==> config.mk <==
export PLATFORM = sky130hd
export DESIGN_NAME = uart_rx_mc
export DESIGN_NICKNAME = d
export VERILOG_FILES = /design/src/rtl/uart_rx_mc.sv
export SDC_FILE = /design/constraint.sdc
export NUM_CORES = 1
export LEC_CHECK = 0
export BUFFER_PORTS_ARGS = -buffer_cell sky130_fd_sc_hd__buf_2
export CAP_MARGIN = 5
export CORE_MARGIN = 5
export CORE_UTILIZATION = 50
export DETAILED_ROUTE_END_ITERATION = 12
export GPL_TIMING_DRIVEN = 0
export PLACE_DENSITY_LB_ADDON = 0.1
export SLEW_MARGIN = 25
export SYNTH_ARGS = -nofsm -noshare
export SYNTH_HDL_FRONTEND = slang
export SYNTH_SLANG_ARGS = --single-unit
==> constraint.sdc <==
create_clock -name clk -period 9.55 [get_ports clk]
set_input_delay 0.955 -clock clk [delete_from_list [all_inputs] [get_ports clk]]
set_output_delay 0.955 -clock clk [all_outputs]
set_load 0.005 [all_outputs]
==> src/rtl/uart_rx_mc.sv <==
// Oversampling UART receiver with majority-vote bit decisions and a small
// first-word-fall-through receive FIFO carrying per-frame error flags.
module uart_rx_mc #(
  parameter int DATA_W     = 8,
  parameter int OVERSAMPLE = 16,
  parameter int DIV_W      = 16,
  parameter int FIFO_DEPTH = 4
) (
  input  logic              clk,
  input  logic              rst,
  input  logic              rx,
  input  logic [DIV_W-1:0]  divisor,
  input  logic [1:0]        parity_mode,
  input  logic              two_stop,
  input  logic              rd_ready,
  output logic              rd_valid,
  output logic [DATA_W-1:0] rd_data,
  output logic              rd_parity_err,
  output logic              rd_frame_err,
  output logic              overrun,
  output logic              busy
);

  localparam int OSW = $clog2(OVERSAMPLE);
  localparam int AW  = $clog2(FIFO_DEPTH);
  localparam int BCW = $clog2(DATA_W + 1);
  localparam int EW  = DATA_W + 2;

  localparam logic [OSW-1:0] SMP_A    = OSW'(OVERSAMPLE/2 - 1);
  localparam logic [OSW-1:0] SMP_B    = OSW'(OVERSAMPLE/2);
  localparam logic [OSW-1:0] SMP_C    = OSW'(OVERSAMPLE/2 + 1);
  localparam logic [OSW-1:0] OS_LAST  = OSW'(OVERSAMPLE - 1);

  typedef enum logic [2:0] {IDLE, START, DATA, PARITY, STOP, WAIT_IDLE} state_t;
  state_t state, state_nxt;

  logic              rx_meta, rxs;
  logic [DIV_W-1:0]  div_q, div_cnt, div_last;
  logic [1:0]        pmode_q;
  logic              two_stop_q;
  logic [OSW-1:0]    os_cnt;
  logic [BCW-1:0]    bit_cnt;
  logic [DATA_W-1:0] shreg;
  logic              s_a, s_b;
  logic              second_stop, parity_err, frame_err, wr_req;
  logic              start_det, tick, sample_a, sample_b, decide, bit_end;
  logic              maj, parity_en, final_stop, frame_err_nxt, end_frame;

  logic [EW-1:0]     mem [FIFO_DEPTH];
  logic [AW:0]       wr_ptr, rd_ptr;
  logic              empty, full, pop, push;

  always_ff @(posedge clk) begin
    if (!rst) begin
      rx_meta <= 1'b1;
      rxs     <= 1'b1;
    end else begin
      rx_meta <= rx;
      rxs     <= rx_meta;
    end
  end

  // A divisor of 0 behaves as 1, so the tick fires every cycle.
  assign div_last      = (div_q == '0) ? '0 : div_q - DIV_W'(1);
  assign start_det     = (state == IDLE) && !rxs;
  assign tick          = (state != IDLE) && (div_cnt == div_last);
  assign sample_a      = tick && (os_cnt == SMP_A);
  assign sample_b      = tick && (os_cnt == SMP_B);
  assign decide        = tick && (os_cnt == SMP_C);
  assign bit_end       = tick && (os_cnt == OS_LAST);
  assign maj           = (s_a & s_b) | (s_a & rxs) | (s_b & rxs);
  assign parity_en     = pmode_q[0] ^ pmode_q[1];
  assign final_stop    = !two_stop_q || second_stop;
  assign frame_err_nxt = frame_err | !maj;

  always_ff @(posedge clk) begin
    if (!rst) state <= IDLE;
    else      state <= state_nxt;
  end

  always_comb begin
    state_nxt = state;
    case (state)
      IDLE:      if (!rxs) state_nxt = START;
      START: begin
        if (decide && maj)  state_nxt = IDLE;
        else if (bit_end)   state_nxt = DATA;
      end
      DATA:      if (bit_end && bit_cnt == BCW'(DATA_W))
                   state_nxt = parity_en ? PARITY : STOP;
      PARITY:    if (bit_end) state_nxt = STOP;
      STOP:      if (decide && final_stop)
                   state_nxt = frame_err_nxt ? WAIT_IDLE : IDLE;
      WAIT_IDLE: if (rxs) state_nxt = IDLE;
      default:   state_nxt = IDLE;
    endcase
  end

  always_comb begin
    busy      = (state != IDLE);
    end_frame = (state == STOP) && decide && final_stop;
  end

  // Frame datapath; the FIFO write request lands one cycle after the last decision.
  always_ff @(posedge clk) begin
    if (!rst) begin
      div_q       <= '0;
      pmode_q     <= '0;
      two_stop_q  <= 1'b0;
      div_cnt     <= '0;
      os_cnt      <= '0;
      bit_cnt     <= '0;
      shreg       <= '0;
      s_a         <= 1'b1;
      s_b         <= 1'b1;
      second_stop <= 1'b0;
      parity_err  <= 1'b0;
      frame_err   <= 1'b0;
      wr_req      <= 1'b0;
    end else begin
      wr_req <= end_frame;
      if (start_det) begin
        div_q       <= divisor;
        pmode_q     <= parity_mode;
        two_stop_q  <= two_stop;
        div_cnt     <= '0;
        os_cnt      <= '0;
        bit_cnt     <= '0;
        second_stop <= 1'b0;
        parity_err  <= 1'b0;
        frame_err   <= 1'b0;
      end else if (state == IDLE) begin
        div_cnt <= '0;
      end else begin
        div_cnt <= tick ? '0 : div_cnt + DIV_W'(1);
        if (tick) os_cnt <= (os_cnt == OS_LAST) ? '0 : os_cnt + OSW'(1);
        if (sample_a) s_a <= rxs;
        if (sample_b) s_b <= rxs;
        if (decide) begin
          case (state)
            DATA: begin
              shreg   <= {maj, shreg[DATA_W-1:1]};
              bit_cnt <= bit_cnt + BCW'(1);
            end
            PARITY:  parity_err <= (^shreg) ^ maj ^ pmode_q[1];
            STOP:    frame_err  <= frame_err_nxt;
            default: ;
          endcase
        end
        if (bit_end && state == STOP) second_stop <= 1'b1;
      end
    end
  end

  assign empty = (wr_ptr == rd_ptr);
  assign full  = (wr_ptr[AW] != rd_ptr[AW]) && (wr_ptr[AW-1:0] == rd_ptr[AW-1:0]);
  assign pop   = !empty && rd_ready;
  assign push  = wr_req && (!full || pop);

  always_ff @(posedge clk) begin
    if (!rst) begin
      wr_ptr  <= '0;
      rd_ptr  <= '0;
      overrun <= 1'b0;
    end else begin
      if (push) wr_ptr <= wr_ptr + (AW+1)'(1);
      if (pop)  rd_ptr <= rd_ptr + (AW+1)'(1);
      overrun <= wr_req && full && !pop;
    end
  end

  always_ff @(posedge clk) begin
    if (rst && push) mem[wr_ptr[AW-1:0]] <= {shreg, parity_err, frame_err};
  end

  always_comb begin
    rd_valid = !empty;
    {rd_data, rd_parity_err, rd_frame_err} = empty ? '0 : mem[rd_ptr[AW-1:0]];
  end

endmodule

=== After elaboration in Yosys (flattened, before gate mapping) ===
Memories as Yosys holds them, arrays and structs flattened. A register that Yosys moved wholly into a read port is not among the register bits.
Index checks and enable logic that the tools add are counted.

* Register bits: 69
* Bits in writable memories: 40
* Input port bits: 23
* Output and inout bits: 13
* Logic and storage cells: 116
* Memories kept: 1

{| class="wikitable"
|+ Memory list
! name !! depth !! width !! rd ports !! clocked after Yosys merged registers in !! write ports !! line !! text
|-
| mem || 4 || 10 || 1 || 1 || 1 || 49 || <nowiki>logic [EW-1:0] mem [FIFO_DEPTH];</nowiki>
|}

* Add/subtract/negate cells: 6
* Equality and inequality tests: 20
* Muxes and demuxes: 17
* Bitwise logic cells: 12
* Reductions and logical operators: 41

{| class="wikitable"
|+ Operator list
! kind !! count
|-
| 3-bit two-way mux || 9
|-
| 1-bit logical AND || 18
|-
| 3-bit one-hot mux with 6 select lines || 1
|-
| 16-bit by 1-bit adder with 16-bit output, second input constant || 1
|-
| 16-bit == test || 1
|-
| 4-bit == test, second input constant || 4
|-
| 16-bit zero test || 1
|-
| 16-bit two-way mux || 1
|-
| 16-bit by 1-bit subtractor with 16-bit output, second input constant || 1
|-
| 3-bit AND reduction || 5
|-
| 10-bit two-way mux || 1
|-
| 2-bit inequality test, second input constant || 5
|-
| 4-bit by 1-bit adder with 4-bit output, second input constant || 2
|-
| 8-bit parity || 1
|-
| 3-bit by 1-bit adder with 3-bit output, second input constant || 2
|-
| 3-bit by 2-bit == test with 1-bit output, second input constant || 2
|-
| 3-bit == test, second input constant || 2
|-
| 1-bit zero test || 6
|-
| 6-bit AND reduction || 1
|-
| 4-bit by 3-bit == test with 1-bit output, second input constant || 1
|-
| 2-bit two-way mux || 2
|-
| 4-bit two-way mux || 1
|-
| 2-bit AND reduction || 2
|-
| 4-bit AND reduction || 1
|-
| other kinds (15) || 25
|}

=== Longest topological paths before layout ===
* Depth after elaboration: 8
* Gate-level depth with buffers: 13
* Depth with buffers taken out: 11

=== Worst setup path after synthesis ===
OpenSTA, ideal clock, no wires.

* Path type: flip-flop to flip-flop
* Start point: reg div_q[0]
* End point: reg div_cnt[10]
* Library setup time: 0.117 ns
* Arrival time: 3.525 ns
* Data required time: 9.433 ns
* Setup slack: 5.907 ns
* Cell stages (with the launch flop): 12
* Path buffers: 2
* Period minus slack after synthesis: 3.643 ns
* Cells stage by stage: dfxtp_1 -> or4_1 -> buf_2 -> nand2b_4 -> nor4_2 -> mux2_2 -> a2111o_1 -> or4_4 -> or2_4 -> nand3_1 -> buf_2 -> nor2_1

* Cells in the longest elaborated chain, start to end: 5
* Elaborated cells on any way between the ends: 6
* Classes of those cells: add/sub (1); eq/ne (1); mux (1); reduce/logical (3)

{| class="wikitable"
|+ RTL lines
! item !! line !! text
|-
| start, declared || 38 || <nowiki>logic [DIV_W-1:0] div_q, div_cnt, div_last;</nowiki>
|-
| start signal, assigned || 123 || <nowiki>div_q <= divisor;</nowiki>
|-
| 16-bit by 1-bit subtractor with 16-bit output or 16-bit zero test (tied branches) || 64 || <nowiki>assign div_last = (div_q == '0) ? '0 : div_q - DIV_W'(1);</nowiki>
|-
| 16-bit two-way mux (*) || 64 ||
|-
| 16-bit == test (*) || 66 || <nowiki>assign tick = (state != IDLE) && (div_cnt == div_last);</nowiki>
|-
| 1-bit logical AND (*) || 66 ||
|-
| 4-bit OR reduction (no source line) (*) || - ||
|-
| end signal, assigned || 135 || <nowiki>div_cnt <= tick ? '0 : div_cnt + DIV_W'(1);</nowiki>
|-
| end, declared || 38 ||
|}

Every way passes the cells marked *; elsewhere a longest branch is shown, timed or not.
A chain may end at the register's enable or synchronous reset.

=== Final worst setup path ===
Same ends and word-level chain as after synthesis.

==> results.yml <==
timing:
  skew_ps: 10.5
  max_slew_margin: 0.393
  worstMarginPinSlew_ps: 910
  max_freq_mhz: 245
  fin_setup_tns_ps: 0
  period_needed_ps: 4080
  rsz0062_at_grt: "no"
  fin_crit_sh: 0.427
  maxSlewViolCount: 0
  finalHoldViolCount: 0
  finalSetupViolations: 0
drt:
  drt_iter0_markers: 208
  dr.max_layer_used: "met4"
  dr_wl_met3_um: 515
  drt_wl_total_um: 11900
  wl_met2_um: 5530
  detail-route-antenna-nets: 0
  drt-pass1-iter-count: 5
  wl_met1_um: 5640
  num_vias: 4123
  post-route-drc-count: 0
  vias_per_cell: 5.56
  avgRoutedWirePerCell_um: 16.1
logic_synthesis:
  syn_nets: 585
  syn_inst: 550
  avgSynthCellArea_um2: 9.86
  netlist_area_um2: 5420
  yosysWarnings: 0
  ys_seq_area_frac: 0.484
  synth_seq_cells: 111
  synth_flop_cell: "dfxtp_1"
  ys_async_sr_fraction: 0
  synth_edf_count: 40
  synth_cell_type_count: 67
setup_path:
  cp-start-kind: "flip-flop"
  reg2reg_depth: 11
  cp_max_fo: 10
  critical_path_arrival_ps: 4350
  cp.required_ps: 9820
  critical_path_class: "reg -> reg"
  crit_path_end_kind: "flip-flop"
global_route:
  grt_max_degree: 20
  gr-total-overflow: 0
  antenna_found_initial: 0
  grt_usage: 0.193
  grt_pass1_wl_um: 19800
  grt_pass1_vias: 3999
finish:
  finalNetCount: 631
  drive_gt1_frac: 0.125
  n_fill_cell: 1026
  final_cell_mix: "dfxtp_1, nand2_1, nor2_1"
  final_core_util: 0.557
  final_common_cell: "dfxtp_1"
  area_delta_synth_final_pct: 10.3
  fin_area_um2: 5980
  antenna_cells: 0
outcome:
  status: "completed"
pwr:
  p_leak_uw: 0.00224
  irDropWorstVdd_v: 0.0000742
  power_uw: 1080
  powerDensity_nw_per_um2: 180
flow_run:
  max_cap_viol_count: 0
clock_network:
  root_buffer: "clkbuf_8"
  htreeDepth: 3
  clock_sinks: 111
  clock_latency_ps: 390
  postCtsResizedCells: 0
  cts_hold_buf: 0
  cts_buffer_depth: 2
  cts_tree: "yes"
  cts_buffers: 9
  cts.reportedPaths.clkPinSlew_ps: 110
  postCtsSetupBuffers: 0
hold_path:
  whs_path_depth: 1
  min_path_type: "reg -> reg"
placed_design:
  place_area_um2: 5770
  hpwlAfterDp_um: 8670
  gp_congestion: 0.938
  io_buffers: 35
die:
  die_width_um: 114
  rows: 38
  die-area_um2: 13000
  start_util: 0.505
  io_pins: 36
  core-area_um2: 10700
  die_h_um: 114
logic make-up after synthesis:
logic type	Yosys count	share of synthesized area
flip-flops	111	0.484
multiplexers	26	0.0713
AND/OR/NAND/NOR	220	0.207
buffers and inverters	46	0.0328
AO/OA/AOI/OAI	92	0.105
adder cells (fa/ha/maj)	13	0.0295
XOR/XNOR	42	0.0704
cell usage after synthesis (4+ instances only):
master | count | area, um2
nor2_1 | 53 | 199
or4_1 | 4 | 30.0
dfxtp_1 | 71 | 1420
edfxtp_1 | 40 | 1200
a31oi_1 | 8 | 50.1
or3_1 | 10 | 62.6
clkbuf_1 | 16 | 60.1
a21oi_1 | 34 | 170
nor2b_1 | 13 | 81.3
mux2i_1 | 15 | 150
and2_1 | 6 | 37.5
nor4_1 | 4 | 25.0
nand3_1 | 19 | 95.1
ha_1 | 12 | 150
and4_1 | 4 | 35.0
o21ai_0 | 18 | 90.1
a21o_1 | 6 | 45.0
nand2b_1 | 5 | 31.3
and3_1 | 9 | 56.3
mux4_2 | 10 | 225
nor3_1 | 10 | 50.1
nand3b_1 | 4 | 30.0
xor2_1 | 12 | 105
buf_2 | 4 | 20.0
nand2_1 | 60 | 225
xnor2_1 | 29 | 254
inv_1 | 24 | 90.1
where the power goes:
group	leakage (uW)	switching [uW]	internal, uW	total (uW)
clock	0.000108	168	122	290
combinational	0.00119	162	107	269
sequential	0.000944	18.2	499	517
metal layers:
layer	global-route usage	vias up
li1	-	2041
met1	0.262	1961
met2	0.311	105
met3	0.0264	16
met4	0.0816	0
met5	0	-
path summary, 6_finish.rpt:
kind                 end      from  slack (ps)
max reg2reg  div_cnt[10]  div_q[0]        5470
max          div_cnt[10]  div_q[0]        5470
min reg2reg          rxs   rx_meta         420
min                  rxs   rx_meta         420
stage by stage:
step | hold WS (ps) | setup WS, ps | instances
final | 419 | 5470 | 741
after CTS | 422 | 5460 | 741
after detailed placement | 398 | 5500 | 725
after floorplan | 386 | 5910 | 550
after global routing | 444 | 5280 | 741
after global placement | 392 | 5570 | 725
cell type report:
class | count | area (um2) | area share
buffer | 21 | 83.8 | 0.0140
clock buffer | 11 | 163 | 0.0272
clock inverter | 5 | 45.0 | 0.00753
inverter | 25 | 93.8 | 0.0157
multi-input combinational | 393 | 2620 | 0.438
sequential | 111 | 2620 | 0.438
tap | 140 | 175 | 0.0293
timing repair buffer | 35 | 175 | 0.0293
flip-flops by register name (all words and copies together), names as in the netlist, 4 cells and up, named ones only:
signal / cells
bit_cnt: 4
div_cnt: 16
div_q: 16
mem: 40
os_cnt: 4
shreg: 8
worst max-delay path: stages (launching register included):
cell and delay, ps:
dfxtp_1 380, or4_1 520, buf_2 180, nand2b_4 180, nor4_2 380, mux2_2 400, a2111o_1 410, or4_4 570
or2_4 310, nand3_1 260, buf_2 290, nor2_1 80
Power figures use the tool's default switching activity.
